$ cat src/rtl/adc_serial_responder_if.sv
// ----------------------------------------------------------------------------
// adc_serial_responder_if
//
// Purpose:
//   Serial link between an ADC reader (master) and the emulated 12-bit serial
//   ADC (responder). The master drives the serial clock and the frame select.
//   The responder returns serial data and an output-enable flag.
//
// Signals:
//   adclk_in  serial clock from the master, idles high
//   cs_n_in   frame select from the master, active-low
//   sdo       serial data to the master's ad_in
//   sdo_oe    high while the responder is driving a frame
//
// Modports:
//   master  drives adclk_in/cs_n_in, receives sdo/sdo_oe
//   slave   receives adclk_in/cs_n_in, drives sdo/sdo_oe
// ----------------------------------------------------------------------------
interface adc_serial_responder_if;
    logic adclk_in;
    logic cs_n_in;
    logic sdo;
    logic sdo_oe;

    modport master (
        output adclk_in,
        output cs_n_in,
        input  sdo,
        input  sdo_oe
    );

    modport slave (
        input  adclk_in,
        input  cs_n_in,
        output sdo,
        output sdo_oe
    );
endinterface

$ cat src/rtl/adc_serial_responder.sv
// ----------------------------------------------------------------------------
// adc_serial_responder
//
// Purpose:
//   Emulates a 12-bit serial ADC as the responder on an adclk/cs_n/ad_in link,
//   so a test rig can feed known codes into the unit's ADC reader. Each frame
//   shifts out 4 leading zeros followed by a DATA_BITS code, MSB first. A new
//   bit is presented after every falling edge of adclk. The master samples
//   the bit on the following rising edge.
//
// Build option:
//   RAMP_MODE_EN  when defined, the pending code advances by RAMP_STEP
//                 (modulo 2^DATA_BITS) after every completed frame.
//                 When undefined, the pending code changes only via code_we.
//
// Parameters:
//   SYNC_STAGES  synchronizer depth on adclk_in and cs_n_in (minimum 2)
//   DATA_BITS    code width. A frame is DATA_BITS+4 sclk cycles.
//   RAMP_STEP    code increment per completed frame (ramp build only)
//
// Ports:
//   clk          system clock. adclk must be no faster than clk/8.
//   sys_rst_n    synchronous active-low reset
//   bus          serial link (slave modport): adclk_in, cs_n_in in. sdo, sdo_oe out.
//   code_in      code to present
//   code_we      1-cycle strobe that loads code_in into the pending register
//   busy         high in SHIFT or DONE
//   frame_done   1-cycle pulse when a full frame completes
//   frame_abort  1-cycle pulse when cs_n rises before the frame is complete
//   frame_cnt    count of completed frames. Wraps from 0xFFFF to 0.
// ----------------------------------------------------------------------------
module adc_serial_responder #(
    parameter int SYNC_STAGES = 2,
    parameter int DATA_BITS   = 12,
    parameter int RAMP_STEP   = 1
) (
    input  logic                 clk,
    input  logic                 sys_rst_n,
    adc_serial_responder_if.slave bus,
    input  logic [DATA_BITS-1:0] code_in,
    input  logic                 code_we,
    output logic                 busy,
    output logic                 frame_done,
    output logic                 frame_abort,
    output logic [15:0]          frame_cnt
);

    localparam int FRAME_BITS = DATA_BITS + 4;
    localparam int CNT_W      = $clog2(FRAME_BITS + 1);
    localparam logic [DATA_BITS-1:0] RAMP_INC = DATA_BITS'(RAMP_STEP);

`ifdef RAMP_MODE_EN
    localparam bit RAMP_ON = 1'b1;
`else
    localparam bit RAMP_ON = 1'b0;
`endif

    typedef enum logic [1:0] {
        ST_IDLE  = 2'd0,
        ST_SHIFT = 2'd1,
        ST_DONE  = 2'd2
    } state_t;

    // ------------------------------------------------------------------------
    // Input conditioning
    // ------------------------------------------------------------------------
    logic [SYNC_STAGES-1:0] sclk_sync_q;
    logic [SYNC_STAGES-1:0] cs_sync_q;
    logic                   sclk_prev_q;
    logic                   cs_prev_q;
    // fill_q marks when the synchronizers and edge flops hold real pin
    // history instead of reset values. Until then, no edge is reported, so
    // a cs_n that is already low when reset is released cannot start a
    // frame. The pin must be seen high and then low first.
    logic [SYNC_STAGES:0]   fill_q;

    logic sclk_s;
    logic cs_s;
    logic hist_valid;
    logic sclk_fall;
    logic cs_fall;
    logic cs_rise;

    always_ff @(posedge clk) begin
        if (!sys_rst_n) begin
            sclk_sync_q <= '1;
            cs_sync_q   <= '1;
            sclk_prev_q <= 1'b1;
            cs_prev_q   <= 1'b1;
            fill_q      <= '0;
        end else begin
            sclk_sync_q <= {sclk_sync_q[SYNC_STAGES-2:0], bus.adclk_in};
            cs_sync_q   <= {cs_sync_q[SYNC_STAGES-2:0], bus.cs_n_in};
            sclk_prev_q <= sclk_sync_q[SYNC_STAGES-1];
            cs_prev_q   <= cs_sync_q[SYNC_STAGES-1];
            fill_q      <= {fill_q[SYNC_STAGES-1:0], 1'b1};
        end
    end

    assign sclk_s     = sclk_sync_q[SYNC_STAGES-1];
    assign cs_s       = cs_sync_q[SYNC_STAGES-1];
    assign hist_valid = fill_q[SYNC_STAGES];

    assign sclk_fall = hist_valid &  sclk_prev_q & ~sclk_s;
    assign cs_fall   = hist_valid &  cs_prev_q   & ~cs_s;
    assign cs_rise   = hist_valid & ~cs_prev_q   &  cs_s;

    // ------------------------------------------------------------------------
    // State and datapath registers
    // ------------------------------------------------------------------------
    state_t                  state_q,       state_d;
    // Holds the bits still to be sent. The bit on the pin is held in sdo_q.
    logic [FRAME_BITS-2:0]   shift_q,       shift_d;
    logic [CNT_W-1:0]        bit_cnt_q,     bit_cnt_d;
    logic                    sdo_q,         sdo_d;
    logic                    sdo_oe_q,      sdo_oe_d;
    logic                    frame_done_q,  frame_done_d;
    logic                    frame_abort_q, frame_abort_d;
    logic [15:0]             frame_cnt_q,   frame_cnt_d;
    logic [DATA_BITS-1:0]    pending_q,     pending_d;

    logic [DATA_BITS-1:0]    load_code;
    logic [FRAME_BITS-1:0]   load_word;
    logic                    last_bit;

    // A write in the same cycle as the frame start is used by that frame.
    assign load_code = code_we ? code_in : pending_q;
    assign load_word = {4'b0000, load_code};
    assign last_bit  = (bit_cnt_q == CNT_W'(FRAME_BITS - 1));

    always_ff @(posedge clk) begin
        if (!sys_rst_n) begin
            state_q       <= ST_IDLE;
            shift_q       <= '0;
            bit_cnt_q     <= '0;
            sdo_q         <= 1'b0;
            sdo_oe_q      <= 1'b0;
            frame_done_q  <= 1'b0;
            frame_abort_q <= 1'b0;
            frame_cnt_q   <= '0;
            pending_q     <= '0;
        end else begin
            state_q       <= state_d;
            shift_q       <= shift_d;
            bit_cnt_q     <= bit_cnt_d;
            sdo_q         <= sdo_d;
            sdo_oe_q      <= sdo_oe_d;
            frame_done_q  <= frame_done_d;
            frame_abort_q <= frame_abort_d;
            frame_cnt_q   <= frame_cnt_d;
            pending_q     <= pending_d;
        end
    end

    // ------------------------------------------------------------------------
    // Next-state logic
    // ------------------------------------------------------------------------
    always_comb begin
        state_d       = state_q;
        shift_d       = shift_q;
        bit_cnt_d     = bit_cnt_q;
        sdo_d         = sdo_q;
        sdo_oe_d      = sdo_oe_q;
        frame_done_d  = 1'b0;
        frame_abort_d = 1'b0;
        frame_cnt_d   = frame_cnt_q;

        case (state_q)
            ST_IDLE: begin
                sdo_d    = 1'b0;
                sdo_oe_d = 1'b0;
                if (cs_fall) begin
                    // The MSB goes on the pin at once. The rest waits in the
                    // shift register for the sclk falls.
                    sdo_d     = load_word[FRAME_BITS-1];
                    shift_d   = load_word[FRAME_BITS-2:0];
                    sdo_oe_d  = 1'b1;
                    bit_cnt_d = '0;
                    state_d   = ST_SHIFT;
                end
            end

            ST_SHIFT: begin
                if (sclk_fall && last_bit) begin
                    // Final fall wins over a simultaneous cs rise. The frame
                    // counts as complete either way.
                    sdo_d        = 1'b0;
                    frame_done_d = 1'b1;
                    frame_cnt_d  = frame_cnt_q + 16'd1;
                    bit_cnt_d    = bit_cnt_q + CNT_W'(1);
                    if (cs_rise) begin
                        sdo_oe_d = 1'b0;
                        state_d  = ST_IDLE;
                    end else begin
                        state_d  = ST_DONE;
                    end
                end else if (cs_rise) begin
                    frame_abort_d = 1'b1;
                    sdo_d         = 1'b0;
                    sdo_oe_d      = 1'b0;
                    state_d       = ST_IDLE;
                end else if (sclk_fall) begin
                    sdo_d     = shift_q[FRAME_BITS-2];
                    shift_d   = {shift_q[FRAME_BITS-3:0], 1'b0};
                    bit_cnt_d = bit_cnt_q + CNT_W'(1);
                end
            end

            ST_DONE: begin
                // Surplus sclk falls are ignored. The line stays driven low
                // until the master releases cs.
                sdo_d    = 1'b0;
                sdo_oe_d = 1'b1;
                if (cs_rise) begin
                    sdo_oe_d = 1'b0;
                    state_d  = ST_IDLE;
                end
            end

            default: begin
                sdo_d    = 1'b0;
                sdo_oe_d = 1'b0;
                state_d  = ST_IDLE;
            end
        endcase
    end

    // Pending code: a host write takes priority over the ramp increment.
    always_comb begin
        pending_d = pending_q;
        if (RAMP_ON && frame_done_d) begin
            pending_d = pending_q + RAMP_INC;
        end
        if (code_we) begin
            pending_d = code_in;
        end
    end

    // ------------------------------------------------------------------------
    // Outputs
    // ------------------------------------------------------------------------
    assign bus.sdo     = sdo_q;
    assign bus.sdo_oe  = sdo_oe_q;
    assign busy        = (state_q != ST_IDLE);
    assign frame_done  = frame_done_q;
    assign frame_abort = frame_abort_q;
    assign frame_cnt   = frame_cnt_q;

endmodule
$ cat src/flat_wrapper.sv
// flat-port wrapper written by rule: the top's interface ports become plain ports
module adc_serial_responder_flat 
#(
    parameter int SYNC_STAGES = 2,
    parameter int DATA_BITS   = 12,
    parameter int RAMP_STEP   = 1
)
  (clk, sys_rst_n, code_in, code_we, busy, frame_done, frame_abort, frame_cnt, bus_adclk_in, bus_cs_n_in, bus_sdo, bus_sdo_oe);
  adc_serial_responder_if bus_i ();
  input  logic clk;
  input  logic sys_rst_n;
  input  logic [DATA_BITS-1:0] code_in;
  input  logic code_we;
  output logic busy;
  output logic frame_done;
  output logic frame_abort;
  output logic [15:0] frame_cnt;
  input wire logic [$bits(bus_i.adclk_in)-1:0] bus_adclk_in;
  input wire logic [$bits(bus_i.cs_n_in)-1:0] bus_cs_n_in;
  output wire logic [$bits(bus_i.sdo)-1:0] bus_sdo;
  output wire logic [$bits(bus_i.sdo_oe)-1:0] bus_sdo_oe;
  assign bus_i.adclk_in = bus_adclk_in;
  assign bus_i.cs_n_in = bus_cs_n_in;
  assign bus_sdo = bus_i.sdo;
  assign bus_sdo_oe = bus_i.sdo_oe;
  adc_serial_responder #(.SYNC_STAGES(SYNC_STAGES), .DATA_BITS(DATA_BITS), .RAMP_STEP(RAMP_STEP)) u_core (.clk(clk), .sys_rst_n(sys_rst_n), .bus(bus_i), .code_in(code_in), .code_we(code_we), .busy(busy), .frame_done(frame_done), .frame_abort(frame_abort), .frame_cnt(frame_cnt));
endmodule
$ cat config.mk
export PLATFORM = sky130hd
export DESIGN_NAME = adc_serial_responder_flat
export DESIGN_NICKNAME = d
export VERILOG_FILES = /design/src/rtl/adc_serial_responder_if.sv /design/src/rtl/adc_serial_responder.sv /design/src/flat_wrapper.sv
export SDC_FILE = /design/constraint.sdc
export NUM_CORES = 1
export LEC_CHECK = 0
export ABC_AREA = 0
export BUFFER_PORTS_ARGS = -buffer_cell sky130_fd_sc_hd__clkbuf_2
export CORE_MARGIN = 4
export CORE_UTILIZATION = 45
export DETAILED_ROUTE_END_ITERATION = 12
export PLACE_DENSITY = 0.65
export SYNTH_ARGS = -nofsm -noshare
export SYNTH_HDL_FRONTEND = slang
export SYNTH_SLANG_ARGS = --single-unit
export TNS_END_PERCENT = 20
$ cat constraint.sdc
create_clock -name clk -period 4.75 [get_ports clk]
set_clock_uncertainty 0.15 [all_clocks]
set_input_delay 0.2375 -clock clk [delete_from_list [all_inputs] [get_ports clk]]
set_output_delay 0.2375 -clock clk [all_outputs]
set_load 0.005 [all_outputs]
Word level (Yosys, flattened, before mapping)
Cells that the tools add are included.
{"block": "totals", "reg_bits": 63, "input_bits": 17, "elab_cells": 71}
{"block": "op_classes", "n_addsub": 2, "eq_ne": 10, "muxes": 23, "bitwise_logic": 11, "n_reduce_logical": 10}
{"op": "$mux 15", "count": 4}
{"op": "$pmux 15 s2", "count": 1}
{"op": "$mux 5", "count": 4}
{"op": "$add 16x1->16 const B", "count": 1}
{"op": "$mux 12", "count": 1}
{"op": "$pmux 5 s2", "count": 1}
{"op": "$mux 2", "count": 4}
{"op": "$and 1x1->1", "count": 6}
{"op": "$mux 1", "count": 6}
{"op": "$ne 2x1->1 const B", "count": 3}
{"op": "$pmux 2 s3", "count": 1}
{"op": "$add 5x1->5 const B", "count": 1}
{"op": "$eq 5x4->1 const B", "count": 1}
{"op": "$not 1->1", "count": 5}
{"op": "$reduce_and 5->1", "count": 1}
{"op": "$ne 2x2->1 const B", "count": 2}
{"op": "$reduce_and 2->1", "count": 2}
{"op": "$reduce_and 4->1", "count": 1}
{"op": "$reduce_bool 2->1", "count": 2}
{"op": "$reduce_or 4->1", "count": 1}
{"op": "$ne 3x1->1 const B", "count": 1}
{"op": "$ne 3x3->1 const B", "count": 1}
{"op": "$pmux 1 s3", "count": 1}
{"op": "$reduce_or 3->1", "count": 1}
{"op": "other kinds (4)", "count": 4}

Logic depth before layout (Yosys ltp)
Gate-level depths: netlist (run 1).
{"block": "logic_depth", "word_depth": 6, "mapped_depth": 9}

Worst setup path after synthesis (run 1)
Ideal clock, no wire load.
{"block": "synth_timing", "path_kind": "reg2reg", "from": "register u_core.bit_cnt_q[0]", "to": "register u_core.frame_cnt_q[15] (netlist: u_core.frame_cnt[15])", "setup_time_ns": 0.070, "t_arrival_ns": 2.110, "slack_ns": 2.420, "stages_incl_launch_ff": 10, "path_buffers": 2, "synth_period_minus_slack_ns": 2.330, "path_cell_list": "dfxtp_1 > ha_1 > and3_1 > ha_1 > buf_4 > nand3b_4 > or3_1 > buf_2 > or4_1 > a21oi_1"}
{"block": "synth_between", "elab_chain_len": 3}
{"element": "start, declared", "line_no": "adc_serial_responder.sv:114", "text": "logic [CNT_W-1:0] bit_cnt_q, bit_cnt_d;"}
{"element": "start signal, assigned", "line_no": "adc_serial_responder.sv:145", "text": "bit_cnt_q <= bit_cnt_d;"}
{"element": "$eq 5x4->1", "line_no": "adc_serial_responder.sv:129", "text": "assign last_bit = (bit_cnt_q == CNT_W'(FRAME_BITS - 1));"}
{"element": "$logic_and 1x1->1", "line_no": "adc_serial_responder.sv:184", "text": "if (sclk_fall && last_bit) begin"}
{"element": "$reduce_and 2->1 (no source line)"}
{"element": "end signal, assigned", "line_no": "adc_serial_responder.sv:150", "text": "frame_cnt_q <= frame_cnt_d;"}
{"element": "end, declared", "line_no": "adc_serial_responder.sv:119", "text": "logic [15:0] frame_cnt_q, frame_cnt_d;"}
No other way between the ends.
A chain may end at the register's enable or synchronous reset.

Worst setup path after layout (run 1)
Same ends and word-level chain as after synthesis.

==> results.json, run 1 <==
{
  "hold_depth": 3,
  "synth_seq_cells": 63,
  "grt-ovfl-total": 0,
  "grt_pass1_vias": 1901,
  "clk_pin_slew_worst_paths_ps": 70,
  "multi_input_area_mm2": 0.00134,
  "drive_gt1_frac": 0.188,
  "power.switching_mw": 0.219,
  "tns_ps": 0,
  "clockBufferDepth": 2,
  "rr_worst_depth": 7,
  "outcome": "finished, final reports clean",
  "whs_endpoint": "u_core.pending_q[6]$_SDFF_PN0_",
  "ant_nets": 0,
  "final_common_cell": "dfxtp_1",
  "cts_made_buffers": 9,
  "clk_latency_ps": 320,
  "drtIter0Drc": 163,
  "hold_start": "code_in[6]",
  "comb_power_share": 0.046,
  "final_cell_mix": "63 x dfxtp_1, 37 x clkbuf_2, 36 x nand2_1, 26 x mux2i_1, 22 x nor2_1",
  "path_max_fanout": 9,
  "grt_pass1_wl_um": 8690,
  "ys.flop_type": "dfxtp_1",
  "avgRoutedWirePerCell_um": 13.1,
  "routed-via-count": 2101,
  "peakVddDrop_v": 0.000191,
  "ys_types": 41,
  "root_buffer": "clkbuf_8",
  "p_seq_frac": 0.526,
  "fin_util": 0.549,
  "post_cts_resized": 0,
  "die_w_um": 85.4,
  "syn2layout_area_growth_pct": 14.8,
  "internal-power_mw": 0.813,
  "synth_edf_count": 0,
  "max_slew_margin": 0.304,
  "n_fill_cell": 531,
  "ios": 38,
  "period_share": 0.548,
  "layout.nets": 340,
  "clock_power_share": 0.429,
  "power_density_mw_per_mm2": 333,
  "port_buffers": 37,
  "worstMarginPinSlew_ps": 1040,
  "avgSynthCellArea_um2": 9.36,
  "worstSetupEndpointType": "flip-flop",
  "cts_max_level": 3,
  "rrSetupSlack_ps": 2150,
  "post_synth_instance_area_mm2": 0.00270,
  "swShare": 0.212,
  "p_leak_nw": 1.26,
  "synthArstFlopShare": 0,
  "syn-instance-count": 288,
  "grt.total_usage": 0.145,
  "grt_max_degree": 46,
  "vias_per_cell": 5.29,
  "rsz0062_at_grt": "no",
  "clock-sinks": 63,
  "cap_violations": 0,
  "antenna_found_initial": 0,
  "routabilityCongestion": 0.820,
  "slew_viol_final": 0,
  "setup_viol": 0,
  "crit_arrival_ps": 2710,
  "r2r_start": "u_core.bit_cnt_q[0]$_SDFFE_PN0P_",
  "ys_seq_area_frac": 0.468,
  "synthesis.nets": 308,
  "start_util": 0.478,
  "hp-class": "input pin to flip-flop",
  "drcViolationCount": 0,
  "min_period_ps": 2600,
  "die_h_um": 85.4,
  "core_area_mm2": 0.00564,
  "cp.required_ps": 4850,
  "r2r_end": "u_core.frame_cnt[15]$_SDFFE_PN0P_",
  "finalHoldViolCount": 0,
  "die_area_mm2": 0.00729,
  "diodes": 0,
  "dpl.hpwl_um": 3510,
  "yosys_warnings": 0,
  "seq_area_mm2": 0.00126,
  "max_freq_mhz": 384,
  "cp-start-kind": "flip-flop",
  "cts_tree": "yes",
  "drt-total-wl_um": 5200,
  "std_cell_rows": 27,
  "critical_path_class": "flip-flop to flip-flop",
  "first_pass_iters": 4
}
[how the worst max path moves through the flow]
stage | from | to | slack, ps | cells past startpoint
after global placement | u_core.bit_cnt_q[0]$_SDFFE_PN0P_ | u_core.frame_cnt[15]$_SDFFE_PN0P_ | 2210 | 7
after CTS | u_core.bit_cnt_q[0]$_SDFFE_PN0P_ | u_core.frame_cnt[15]$_SDFFE_PN0P_ | 2140 | 7
after global routing | u_core.bit_cnt_q[0]$_SDFFE_PN0P_ | u_core.frame_cnt[15]$_SDFFE_PN0P_ | 1960 | 7
after floorplan | u_core.bit_cnt_q[0]$_SDFFE_PN0P_ | u_core.frame_cnt[15]$_SDFFE_PN0P_ | 2420 | 9
final | u_core.bit_cnt_q[0]$_SDFFE_PN0P_ | u_core.frame_cnt[15]$_SDFFE_PN0P_ | 2150 | 7
after detailed placement | u_core.bit_cnt_q[0]$_SDFFE_PN0P_ | u_core.frame_cnt[15]$_SDFFE_PN0P_ | 2140 | 7
[cell usage after synthesis (4+ instances only)]
cell | instances | share of area
nand4_1 | 5 | 0.012
o211ai_1 | 12 | 0.033
buf_2 | 5 | 0.0093
xnor2_1 | 6 | 0.019
dfxtp_1 | 63 | 0.47
nand2b_1 | 10 | 0.023
clkbuf_1 | 11 | 0.015
a21oi_1 | 11 | 0.020
o21ai_0 | 6 | 0.011
nor3_1 | 4 | 0.0074
a31oi_1 | 4 | 0.0093
nor2_1 | 22 | 0.031
nand2_1 | 36 | 0.050
nand3_1 | 10 | 0.019
o31ai_1 | 5 | 0.014
mux2i_1 | 26 | 0.097
and3_1 | 6 | 0.014
or4_1 | 5 | 0.014
[cell type report]
| type | count | share of cell area |
|---|---|---|
| repair buffers | 39 | 0.0663 |
| inverters | 4 | 0.00485 |
| clock buffers | 12 | 0.0469 |
| well taps | 72 | 0.0291 |
| flip-flops and latches | 63 | 0.407 |
| multi-input cells | 203 | 0.431 |
| clock inverters | 4 | 0.0145 |
[routing by layer]
metal / track usage / wire (um) / vias up
met2: 0.215 / 2290 / 43
met5: 0 / 0 / -
met4: 0.0561 / 58 / 0
met1: 0.204 / 2630 / 962
met3: 0.0350 / 222 / 6
li1: - / - / 1090
[repair_timing]
| item | CTS | global route |
|---|---|---|
| hold buffers | 2 | 0 |
| hold endpoints to repair | 2 | 0 |
| buffers inserted | 0 | 0 |
[through the flow]
step	cell area [um^2]	power (mW)	setup slack (ps)	instances	hold WS [ps]
4_1_cts	3100	1.05	2140	397	13.0
2_1_floorplan	2700	0.587	2420	288	115
5_1_grt	3100	1.08	1960	397	37.9
3_5_place_dp	2890	0.600	2140	379	256
6_report	3100	1.03	2150	397	24.8
3_3_place_gp	2890	0.600	2210	379	238
[critical path, cell delays in order, from the launching register on]
cell and delay, ps:
dfxtp_1 360, ha_1 200, and3_1 170, ha_1 360, nand3b_4 150, or3_1 500
or4_1 500, a21oi_1 140
[power by group through the flow]
stage	sequential [mW]	clock (mW)	combinational (mW)
after global placement	0.554	0	0.0456
after CTS	0.542	0.459	0.0474
after global routing	0.543	0.482	0.0531
after floorplan	0.553	0	0.0344
after detailed placement	0.554	0	0.0462
final	0.542	0.443	0.0470
[logic make-up (layout without fill, tap and decap cells)]
family | Yosys count | in the layout | synth area share
AOI/OAI and AO/OA | 45 | 45 | 0.113
xor gates and xnor gates | 8 | 8 | 0.0260
adders and majority gates | 3 | 3 | 0.0139
buffers and inverters | 22 | 59 | 0.0371
DFF | 63 | 63 | 0.468
muxes | 26 | 26 | 0.0965
and+or+nand+nor | 121 | 121 | 0.245
[registers in the layout, summed over array words and instances, names as in the netlist, 2 cells and up]
signal,count
u_core.frame_cnt,16
u_core.shift_q,15
u_core.pending_q,12
u_core.bit_cnt_q,5
u_core.fill_q,3
u_core.cs_sync_q,2
u_core.sclk_sync_q,2
u_core.state_q,2
No activity file was read; power rests on OpenSTA's default activity.
==> run 2: changes to the inputs <==
clock period = 2.6 ns   (was 4.75 ns; I/O delays follow)
==> run 2 against run 1 <==
Effect of this change:
- die area stayed put
- global-route usage is 1.3 points higher
- routed wire length is 4.4% higher
- setup slack worse by 2000 ps
- register-to-register slack worse by 2000 ps
- maximum frequency is 7.8% higher
- combinational power is 120% higher
- sequential power is 83% higher
- flip-flop and latch count stayed put
- final cell count is 4.3% higher
- critical endpoint unchanged
- largest power group unchanged
==> results.json, run 2 (synthesized netlist as in run 1, its figures left out) <==
{
  "cp_top_family": "simple AND/OR/NAND/NOR gates",
  "vias_per_cell": 5.31,
  "worstMarginPinSlew_ps": 827,
  "worst_slack_ps": 184,
  "cp-startpoint": "u_core.bit_cnt_q[0]$_SDFFE_PN0P_",
  "start_util": 0.478,
  "max_slew_margin": 0.448,
  "hold_start": "sys_rst_n",
  "rsz0062_at_grt": "no",
  "crit_arrival_ps": 2540,
  "cts_max_level": 3,
  "final_common_cell": "dfxtp_1",
  "setup_viol": 0,
  "core_area_mm2": 0.00564,
  "ios": 38,
  "cap_violations": 0,
  "diodes": 0,
  "ant_nets": 0,
  "cpMostUsedCell": "ha_1",
  "finalHoldViolCount": 0,
  "grt_pass1_vias": 2015,
  "path_cells": "ha_1, and3_1, ha_1, nand3b_4, or3_1, or4_1, a21oi_1",
  "grt-ovfl-total": 0,
  "clk_pin_slew_worst_paths_ps": 70,
  "whs_ps": 84.9,
  "hp-class": "input pin to flip-flop",
  "drt-total-wl_um": 5430,
  "slowest_stage": "or4_1",
  "routabilityCongestion": 0.794,
  "final_cell_mix": "63 x dfxtp_1, 37 x clkbuf_2, 36 x nand2_1, 26 x mux2i_1, 22 x nor2_1",
  "dpl.hpwl_um": 3570,
  "clockBufferDepth": 2,
  "peakVddDrop_v": 0.000438,
  "drtIter0Drc": 135,
  "outcome": "finished, final reports clean",
  "cp.required_ps": 2720,
  "first_pass_iters": 4,
  "path_max_fanout": 9,
  "die_h_um": 85.4,
  "largest_reg_flops": 16,
  "min_period_ps": 2420,
  "clk_latency_ps": 330,
  "cts_made_buffers": 9,
  "grt_pass1_wl_um": 9290,
  "cts_tree": "yes",
  "avgRoutedWirePerCell_um": 13.1,
  "drcViolationCount": 0,
  "slew_viol_final": 0,
  "layout.nets": 357,
  "die_area_mm2": 0.00729,
  "grt.total_usage": 0.159,
  "die_w_um": 85.4,
  "antenna_found_initial": 0,
  "grt_max_degree": 45,
  "power_density_mw_per_mm2": 610,
  "routed-via-count": 2199,
  "cp-start-kind": "flip-flop",
  "worstSetupEndpointType": "flip-flop",
  "std_cell_rows": 27,
  "root_buffer": "clkbuf_8",
  "drive_gt1_frac": 0.199,
  "dp_slack_ps": 170,
  "dpl_cell_area_mm2": 0.00292,
  "max_stage_delay_ps": 500,
  "r2r_start": "u_core.bit_cnt_q[0]$_SDFFE_PN0P_",
  "cp_num_buf_inv": 0,
  "tns_ps": 0,
  "period_share": 0.929,
  "clock-sinks": 63,
  "max_freq_mhz": 414,
  "design_area_mm2": 0.00328,
  "critical_path_class": "flip-flop to flip-flop",
  "syn2layout_area_growth_pct": 21.5,
  "p_leak_nw": 1.35,
  "port_buffers": 37
}
==> run 2: routing by layer <==
metal	routed length (um)	GRT usage
met1	2690	0.216
met3	231	0.0379
met2	2420	0.238
met4	97	0.0691
met5	0	0
==> run 2: worst reg2reg max path, delay by kind of cell, from the launching register on <==
| kind | cells | cell delay (ps) |
|---|---|---|
| adders and majority gates | 2 | 450 |
| AOI/OAI and AO/OA | 1 | 140 |
| and+or+nand+nor | 4 | 1240 |
| DFF | 1 | 370 |
==> run 2: final timing paths <==
check / end / slack (ps) / depth (start not counted)
max reg2reg: u_core.frame_cnt[15]$_SDFFE_PN0P_ / 180 / 7
max: u_core.frame_cnt[15]$_SDFFE_PN0P_ / 180 / 7
min reg2reg: u_core.cs_sync_q[1]$_SDFF_PN1_ / 250 / 1
min: u_core.pending_q[7]$_SDFF_PN0_ / 80 / 3
==> run 2: timing repair <==
| item | CTS | global route |
|---|---|---|
| hold buffers | 14 | 0 |
| endpoints found under the setup margin | 0 | 0 |
| setup buffers | 0 | 0 |
| gates resized for setup | 0 | 0 |
| hold endpoints to repair | 14 | 0 |
==> run 2: layout make-up <==
| class | count | area, um^2 |
|---|---|---|
| clock buffers | 9 | 124 |
| inverters | 4 | 15.0 |
| fillers | 500 | 2370 |
| clock inverters | 7 | 87.6 |
| repair buffers | 56 | 363 |
| multi-input cells | 203 | 1340 |
| well taps | 72 | 90.1 |
| flip-flops and latches | 63 | 1260 |
==> run 2: metrics by stage <==
| stage | instances | power (mW) | util |
|---|---|---|---|
| 5_1_grt | 414 | 2.08 | 0.581 |
| 2_1_floorplan | 288 | 1.07 | - |
| 3_5_place_dp | 384 | 1.10 | 0.518 |
| 4_1_cts | 414 | 2.02 | 0.581 |
| 6_report | 414 | 2.00 | 0.581 |
| 3_3_place_gp | 384 | 1.10 | 0.518 |
==> run 2: power by group <==
part	leakage [nW]	switching [mW]	internal (mW)
sequential	0.512	0.00768	0.983
combinational	0.725	0.0526	0.0505
clock	0.109	0.373	0.532
==> run 3: changes to the inputs <==
ABC_AREA = 1   (was 0)
ABC_CLOCK_PERIOD_IN_PS = 2600   (was unset)
GPL_TIMING_DRIVEN = 0   (was unset)
PLACE_DENSITY = unset   (was 0.65)
==> run 3 against run 2 <==
Effect of this change:
- worst hold slack better by 72 ps
- first-iteration DRC count is 3.7% lower
- synthesized cell count rose by 41%
- critical endpoint is now u_core.pending_q[11]$_SDFF_PN0_
- global-route usage grew 2.7 points
- critical path type is now input pin to flip-flop
- clock power fell by 7.8%
- design area up 6.5%
- sequential power hardly changed
- clock-buffer cell count up 3
==> results.json, run 3 <==
{
  "first_pass_iters": 4,
  "crit_arrival_ps": 2510,
  "routabilityCongestion": 0.794,
  "grt-ovfl-total": 0,
  "avgRoutedWirePerCell_um": 11.7,
  "clock-sinks": 63,
  "die_area_mm2": 0.00762,
  "peakVddDrop_v": 0.000352,
  "netlist.area_leader.share": 0.446,
  "layout.nets": 492,
  "cts_setup_buffers": 0,
  "largest_reg_flops": 16,
  "path_max_fanout": 10,
  "synth_common_cells": "122 x nand2_1, 73 x nor2_1, 63 x dfxtp_1",
  "grt.total_usage": 0.185,
  "cp-start-kind": "input pin",
  "cp.required_ps": 2720,
  "die_h_um": 87.3,
  "yosysMostFrequentCell": "nand2_1",
  "port_buffers": 37,
  "avgSynthCellArea_um2": 6.98,
  "clk_pin_slew_worst_paths_ps": 70,
  "drt-total-wl_um": 6470,
  "cts_tree": "yes",
  "synth_edf_count": 0,
  "synthTopCellsByArea": "dfxtp_1 45%, nand2_1 16%, nor2_1 9.7%, inv_1 4.9%, a21oi_1 3.2%",
  "post_synth_instance_area_mm2": 0.00283,
  "root_buffer": "clkbuf_8",
  "slew_viol_final": 0,
  "std_cell_rows": 28,
  "synthArstFlopShare": 0,
  "post_cts_resized": 0,
  "die_w_um": 87.3,
  "rsz0062_at_grt": "no",
  "tns_ps": 0,
  "yosys_warnings": 0,
  "drive_gt1_frac": 0.157,
  "synthesis.nets": 425,
  "finalHoldViolCount": 0,
  "antenna_found_initial": 0,
  "synth_seq_cells": 63,
  "clk_latency_ps": 330,
  "dpl.hpwl_um": 4490,
  "grt_pass1_vias": 2505,
  "ys.flop_type": "dfxtp_1",
  "dpl_cell_area_mm2": 0.00311,
  "fin_util": 0.579,
  "routed-via-count": 2622,
  "min_period_ps": 2390,
  "critical_path_class": "input pin to flip-flop",
  "cap_violations": 0,
  "ys_types": 32,
  "ant_nets": 0,
  "syn-instance-count": 405,
  "worstSetupEndpointType": "flip-flop",
  "setup_viol": 0,
  "syn2layout_area_growth_pct": 23.3,
  "rr_worst_depth": 8,
  "vias_per_cell": 4.75,
  "final_cell_mix": "122 x nand2_1, 73 x nor2_1, 63 x dfxtp_1, 37 x inv_1, 37 x clkbuf_2",
  "final_common_cell": "nand2_1",
  "period_share": 0.917,
  "design_area_mm2": 0.00349,
  "power_density_mw_per_mm2": 560,
  "ios": 38,
  "worstMarginPinSlew_ps": 574,
  "hp-class": "input pin to flip-flop",
  "core_area_mm2": 0.00603,
  "diodes": 0,
  "p_leak_nw": 1.68,
  "max_slew_margin": 0.617,
  "grt_max_degree": 11,
  "max_freq_mhz": 419,
  "grt_pass1_wl_um": 11200,
  "drtIter0Drc": 130,
  "hold_depth": 7,
  "cts_max_level": 3,
  "ys_seq_area_frac": 0.446,
  "dp.cells": 517,
  "finalNonFillerCells": 552,
  "drcViolationCount": 0,
  "cts_made_buffers": 9,
  "start_util": 0.469,
  "clockBufferDepth": 2,
  "outcome": "finished, final reports clean",
  "yosysTopAreaCell": "dfxtp_1"
}
==> run 3: final cells by class <==
class	count	area [um^2]
fillers	628	2540
well taps	75	93.8
multi-input cells	288	1330
repair buffers	56	375
plain buffers	13	80.1
flip-flops and latches	63	1260
inverters	41	154
clock buffers	12	145
clock inverters	4	45.0
==> run 3: cells by family after synthesis <==
logic type | count (synthesis) | share of synthesized area
flip-flops | 63 | 0.446
adder cells (fa/ha/maj) | 3 | 0.0133
XOR/XNOR | 5 | 0.0155
AND/OR/NAND/NOR | 237 | 0.363
buffers and inverters | 54 | 0.0827
AO/OA/AOI/OAI | 43 | 0.0792
==> run 3: routing by layer <==
layer | global-route usage | vias to the layer above | share of wire
li1 | - | 1394 | -
met1 | 0.246 | 1183 | 0.49
met2 | 0.297 | 37 | 0.46
met3 | 0.0454 | 8 | 0.039
met4 | 0.0544 | 0 | 0.014
met5 | 0 | - | 0
==> run 3: power by group <==
group,total [mW],switching (mW),internal [mW]
clock,0.834,0.369,0.465
combinational,0.125,0.0691,0.0560
sequential,0.994,0.00807,0.986
==> run 3: timing repair <==
| action | 4_1_cts | 5_1_grt |
|---|---|---|
| setup endpoints to repair | 0 | 0 |
| hold buffers | 19 | 0 |
| hold endpoints to repair | 15 | 0 |
==> run 3: worst paths after layout <==
kind,from,end,slack [ps]
min,code_we,u_core.shift_q[11]$_SDFFE_PN0P_,160
max reg2reg,u_core.bit_cnt_q[0]$_SDFFE_PN0P_,u_core.frame_cnt[4]$_SDFFE_PN0P_,440
min reg2reg,u_core.cs_sync_q[0]$_SDFF_PN1_,u_core.cs_sync_q[1]$_SDFF_PN1_,270
max,sys_rst_n,u_core.pending_q[11]$_SDFF_PN0_,210
==> run 3: per-stage QoR <==
stage / power [mW] / worst slack (ps) / hold slack (ps)
after floorplan: 1.08 / 778 / 7.72
after global placement: 1.12 / 483 / 111
after detailed placement: 1.12 / 483 / 116
after CTS: 1.97 / 211 / 140
after global routing: 2.04 / 88.7 / 222
final: 1.95 / 215 / 157
==> run 3: worst max-delay path, stage by stage <==
cell and delay [ps]:
dlygate4sd3_1 520, clkbuf_2 110, clkbuf_1 320, clkinv_1 360
clkbuf_1 320, a21oi_1 170, dlygate4sd3_1 560
